$ cat config.mk
export PLATFORM = sky130hd
export DESIGN_NAME = led_serial_tx
export DESIGN_NICKNAME = d
export VERILOG_FILES = /design/src/rtl/led_serial_tx.sv
export SDC_FILE = /design/constraint.sdc
export NUM_CORES = 1
export LEC_CHECK = 0
export CELL_PAD_IN_SITES_DETAIL_PLACEMENT = 1
export CELL_PAD_IN_SITES_GLOBAL_PLACEMENT = 1
export CORE_MARGIN = 1
export CORE_UTILIZATION = 25
export DETAILED_ROUTE_END_ITERATION = 8
export PLACE_DENSITY_LB_ADDON = 0.1
export SLEW_MARGIN = 15
export SYNTH_ARGS = -nofsm -noshare
export SYNTH_HDL_FRONTEND = slang
export SYNTH_SLANG_ARGS = --single-unit
$ cat constraint.sdc
create_clock -name clk -period 2.99 [get_ports clk]
set_clock_uncertainty 0.2 [all_clocks]
set_input_delay 0.7475 -clock clk [delete_from_list [all_inputs] [get_ports clk]]
set_output_delay 0.7475 -clock clk [all_outputs]
set_load 0.05 [all_outputs]
$ cat src/rtl/led_serial_tx.sv
`default_nettype none
// ============================================================================
// Module   : led_serial_tx
// Purpose  : Multi-lane serial LED transmitter; shifts one RGB word per lane
//            in parallel on a generated clock, then strobes a latch.
// Revision : 1.0  initial release
// ============================================================================
module led_serial_tx #(
   parameter int CH      = 8,
   parameter int CW      = 4,
   parameter int DIV     = 4,
   parameter int LAT_CYC = 4
) (
   input  logic             clk,
   input  logic             rstn,
   input  logic             en,
   input  logic             start,
   input  logic             msb_first,
   input  logic [CH*CW-1:0] mean_r,
   input  logic [CH*CW-1:0] mean_g,
   input  logic [CH*CW-1:0] mean_b,
   output logic             cko_o,
   output logic [CH-1:0]    sdo,
   output logic             lat_o,
   output logic             busy,
   output logic             done
);

   localparam int FW = 3 * CW;
   localparam int PW = $clog2(2 * DIV);
   localparam int BW = $clog2(FW);
   localparam int LW = (LAT_CYC > 1) ? $clog2(LAT_CYC) : 1;

   localparam logic [PW-1:0] PH_LAST  = PW'(2 * DIV - 1);
   localparam logic [PW-1:0] PH_HI    = PW'(DIV);
   localparam logic [BW-1:0] BIT_LAST = BW'(FW - 1);
   localparam logic [LW-1:0] LAT_LAST = LW'(LAT_CYC - 1);

   typedef enum logic [1:0] {
      ST_IDLE  = 2'd0,
      ST_SHIFT = 2'd1,
      ST_LATCH = 2'd2
   } state_t;

   state_t          r_state,   w_state;
   logic [PW-1:0]   r_phase,   w_phase;
   logic [BW-1:0]   r_bit,     w_bit;
   logic [LW-1:0]   r_lat_cnt, w_lat_cnt;
   logic [FW-1:0]   r_shadow [CH];
   logic [FW-1:0]   w_shadow [CH];
   logic            r_msb,     w_msb;
   logic            r_pend,    w_pend;
   logic            r_done,    w_done;
   logic            r_cko,     w_cko;
   logic [CH-1:0]   r_sdo,     w_sdo;
   logic            r_lat,     w_lat;
   logic            r_busy,    w_busy;
   logic            w_capture;
   logic [BW-1:0]   w_k;

   always_comb begin
      w_state   = r_state;
      w_phase   = r_phase;
      w_bit     = r_bit;
      w_lat_cnt = r_lat_cnt;
      w_shadow  = r_shadow;
      w_msb     = r_msb;
      w_pend    = r_pend;
      w_done    = 1'b0;
      w_capture = 1'b0;

      // Dropping enable aborts silently from any state.
      if (!en) begin
         w_state = ST_IDLE;
         w_pend  = 1'b0;
      end else begin
         case (r_state)
            ST_IDLE: begin
               w_capture = start;
            end
            ST_SHIFT: begin
               if (start)
                  w_pend = 1'b1;
               if (r_phase == PH_LAST) begin
                  w_phase = '0;
                  if (r_bit == BIT_LAST) begin
                     w_state   = ST_LATCH;
                     w_bit     = '0;
                     w_lat_cnt = '0;
                  end else begin
                     w_bit = r_bit + BW'(1);
                  end
               end else begin
                  w_phase = r_phase + PW'(1);
               end
            end
            ST_LATCH: begin
               if (r_lat_cnt == LAT_LAST) begin
                  // Frame completes; a queued or fresh request chains straight on.
                  w_state   = ST_IDLE;
                  w_done    = 1'b1;
                  w_pend    = 1'b0;
                  w_capture = r_pend | start;
               end else begin
                  if (start)
                     w_pend = 1'b1;
                  w_lat_cnt = r_lat_cnt + LW'(1);
               end
            end
            default: begin
               w_state = ST_IDLE;
            end
         endcase
      end

      if (w_capture) begin
         w_state = ST_SHIFT;
         w_phase = '0;
         w_bit   = '0;
         w_msb   = msb_first;
         w_pend  = 1'b0;
         for (int i = 0; i < CH; i++)
            w_shadow[i] = {mean_r[i*CW +: CW], mean_g[i*CW +: CW], mean_b[i*CW +: CW]};
      end

      // Outputs are decoded from next-state values so they register with the state.
      w_k   = w_msb ? (BIT_LAST - w_bit) : w_bit;
      w_sdo = '0;
      if (w_state == ST_SHIFT)
         for (int i = 0; i < CH; i++)
            w_sdo[i] = w_shadow[i][w_k];
      w_cko  = (w_state == ST_SHIFT) && (w_phase >= PH_HI);
      w_lat  = (w_state == ST_LATCH);
      w_busy = (w_state != ST_IDLE);
   end

   always_ff @(posedge clk) begin
      if (!rstn) begin
         r_state   <= ST_IDLE;
         r_phase   <= '0;
         r_bit     <= '0;
         r_lat_cnt <= '0;
         r_shadow  <= '{default: '0};
         r_msb     <= 1'b0;
         r_pend    <= 1'b0;
         r_done    <= 1'b0;
         r_cko     <= 1'b0;
         r_sdo     <= '0;
         r_lat     <= 1'b0;
         r_busy    <= 1'b0;
      end else begin
         r_state   <= w_state;
         r_phase   <= w_phase;
         r_bit     <= w_bit;
         r_lat_cnt <= w_lat_cnt;
         r_shadow  <= w_shadow;
         r_msb     <= w_msb;
         r_pend    <= w_pend;
         r_done    <= w_done;
         r_cko     <= w_cko;
         r_sdo     <= w_sdo;
         r_lat     <= w_lat;
         r_busy    <= w_busy;
      end
   end

   assign cko_o = r_cko;
   assign sdo   = r_sdo;
   assign lat_o = r_lat;
   assign busy  = r_busy;
   assign done  = r_done;

endmodule
`default_nettype wire

==> run summary <==
Final Hold Fails: 0
IO buf count: 112
Mapped Avg Cell Area: 8.41 um2
Final Cycle Share: 94.3%
CTS tree: done
Site Rows: 55
TritonCTS Buffers: 17
residual DRC count: 0
H-tree Lvls: 4
Slowest cell on crit path: a211oi_1
share of cells above drive strength 1: 15.7%
part of the power in the clock network: 48.4%
Routed WL: 20.6 mm
crit-path max FO: 5
Top Layer Used: met4
Vias: 5491
slew margin rel.: 64.5%
HPWL after DPL: 14.9 mm
Area Growth Syn to Fin: 40.3%
M1 WL: 10.1 mm
worst slack at placement: -0.495 ns
starting density of the core: 25.8%
number of synthesized register bits: 121
die width: 156 um
post-synthesis cell type count: 54
Initial DRC Count: 258
CP endpoint kind: flop
Final min period: 2.82 ns
Crit path largest cell delay: 0.47 ns
Non-Filler Instances: 1171
endpoints failing setup: 0
remaining antenna violation count after routing: 0
die area: 0.0243 mm2
Crit path max-delay family: compound AO/OA/AOI/OAI gates
die height: 156 um
Slew @ Worst Pin: 0.530 ns
Sink Count: 121
first-pass GRT wire length: 32.0 mm
total chip power: 4.39 mW
Crit Path Category: flop to flop
number of global-route vias before repair: 5779
Seq/Total Area, Yosys: 40.9%
Post-Syn Nets: 813
met3 WL: 619 um
arrival time at the worst endpoint: 2.90 ns
Slew Limit Fails: 0
Hold Crit Class: flop to flop
gp weighted congestion: 0.820
CP cell instances: ha_1 -> ha_1 -> nand3_4 -> and2_4 -> or3_4 -> a31oi_1 -> buf_4 -> nor2b_1 -> a211oi_1 -> o32ai_1
Post-CTS Hold Fix Bufs: 0
Seq pwr share: 39.3%
routed vias/inst: 4.69
Filler cells: 2657
largest net degree at the start of global routing: 54
Final WS setup: 0.171 ns
setup TNS: 0 ns
Core Box Area: 0.0229 mm2
CTS Buffer Depth: 2
Logic pwr share: 12.3%
Post-synth top flop: dfxtp_1
EDFF count, synth: 0
leading cell types in the layout, fill and taps excluded: nand2_1, dfxtp_1, clkdlybuf4s50_1
initial antenna violation count: 0
io pins: 113
ant diodes: 0
DR WL/cell: 17.6 um
Ys Warns: 0
maximum VDD drop: 286 uV
Pre-antenna DRT Iters: 4
most common cell after layout, fill and taps aside: nand2_1
Peak Freq: 355 MHz
Worst Setup Start Kind: flop
Synth Instances: 704
grt ovf: 0
Worst path most repeated cell: ha_1
Mapped Area: 0.00592 mm2
P_int: 3.27 mW
fin util: 36.2%
Post-synth ARST share: 0%
Root Driver: clkbuf_16
CP Data Required Time: 3.07 ns
RSZ-0062 raised after global routing: false
status: completed
nets@finish: 954
met2 wire length: 9.64 mm
number of max-cap violations: 0
Worst-path clk slew: 0.06 ns
Clock Latency Late Sink: 0.43 ns
gr usage total: 17.4%
Buf+Inv Stages, Crit Path: 1
Sw Pwr: 1.12 mW
PD cells: 528 mW/mm2
Static Leak: 3.12 nW
dpl cells: 1138
Switching Share: 25.4%
[power groups by stage]
| stage | combinational (mW) | clock, mW | sequential (mW) |
|---|---|---|---|
| floorplan | 0.260 | 0 | 1.75 |
| global placement | 0.533 | 0 | 1.76 |
| detailed placement | 0.541 | 0 | 1.76 |
| CTS | 0.547 | 2.17 | 1.72 |
| global route | 0.590 | 2.23 | 1.73 |
| finish | 0.541 | 2.12 | 1.72 |
[state kept, by name, summed over array words and instances, names as in the netlist]
signal / cells
cko_o: 1
r_shadow: 96
done: 1
r_state: 2
busy: 1
lat_o: 1
r_pend: 1
r_lat_cnt: 2
r_bit: 4
sdo: 8
r_phase: 3
r_msb: 1
[per-stage QoR]
stage               cell area (um2)  hold WS (ns)
global placement               7660         0.248
global route                   8300         0.289
finish                         8300         0.259
detailed placement             7660         0.256
floorplan                      5920         0.239
CTS                            8290         0.264
[timing repair]
item                       4_1_cts  5_1_grt
setup buffers                    0        0
setup endpoints to repair        6        8
gates resized for setup          3        4
pin swaps                        2        2
gates cloned                     1        0
[worst paths after layout]
check | startpoint | to | slack, ns | cells after the start
worst max-delay path | r_phase[0] | sdo[3] | 0.17 | 10
worst min-delay path | r_shadow[56] | r_shadow[56] | 0.26 | 2
worst max register to register | r_phase[0] | sdo[3] | 0.17 | 10
worst min register to register | r_shadow[56] | r_shadow[56] | 0.26 | 2
[routing by layer]
| metal | track usage (%) | up-vias |
|---|---|---|
| met1 | 23.3 | 2661 |
| met4 | 5.04 | 0 |
| li1 | - | 2718 |
| met5 | 0 | - |
| met3 | 3.14 | 14 |
| met2 | 28.5 | 98 |
[kinds of logic (layout without fill, tap and decap cells)]
logic type                 count (synthesis)  after routing  synth area share, %
and+or+nand+nor                          289            290                 21.3
AOI/OAI and AO/OA                        193            193                 23.3
DFF                                      121            121                 40.9
buffers and inverters                     54            207                 4.25
muxes                                     38             38                 8.37
adders and majority gates                  8              8                 1.69
xor gates and xnor gates                   1              1                0.148
[worst min-delay path: stages, from the launching register on]
cell,delay (ns)
dfxtp_1,0.30
nand2_1,0.04
a21boi_0,0.06
[synth_stat cells (9+ instances only)]
library cell / count / share of area (%)
a21boi_0: 98 / 12
dfxtp_1: 121 / 41
nor2_1: 29 / 1.8
nand3_1: 12 / 1.0
a211oi_1: 14 / 1.8
mux2_2: 12 / 2.3
nand2_1: 206 / 13
o21ai_0: 11 / 0.93
clkbuf_1: 38 / 2.4
o32ai_1: 9 / 1.3
mux2i_1: 18 / 3.0
a21oi_1: 36 / 3.0
[area by class of cell]
| type | count | area (um2) | share of cell area, % |
|---|---|---|---|
| clock buffer | 18 | 429 | 5.17 |
| sequential | 121 | 2420 | 29.2 |
| clock inverter | 14 | 173 | 2.08 |
| multi-input combinational | 530 | 3290 | 39.7 |
| inverter | 4 | 15.0 | 0.181 |
| timing repair buffer | 171 | 1580 | 19.0 |
| tap | 313 | 392 | 4.72 |
Power figures use the tool's default switching activity.
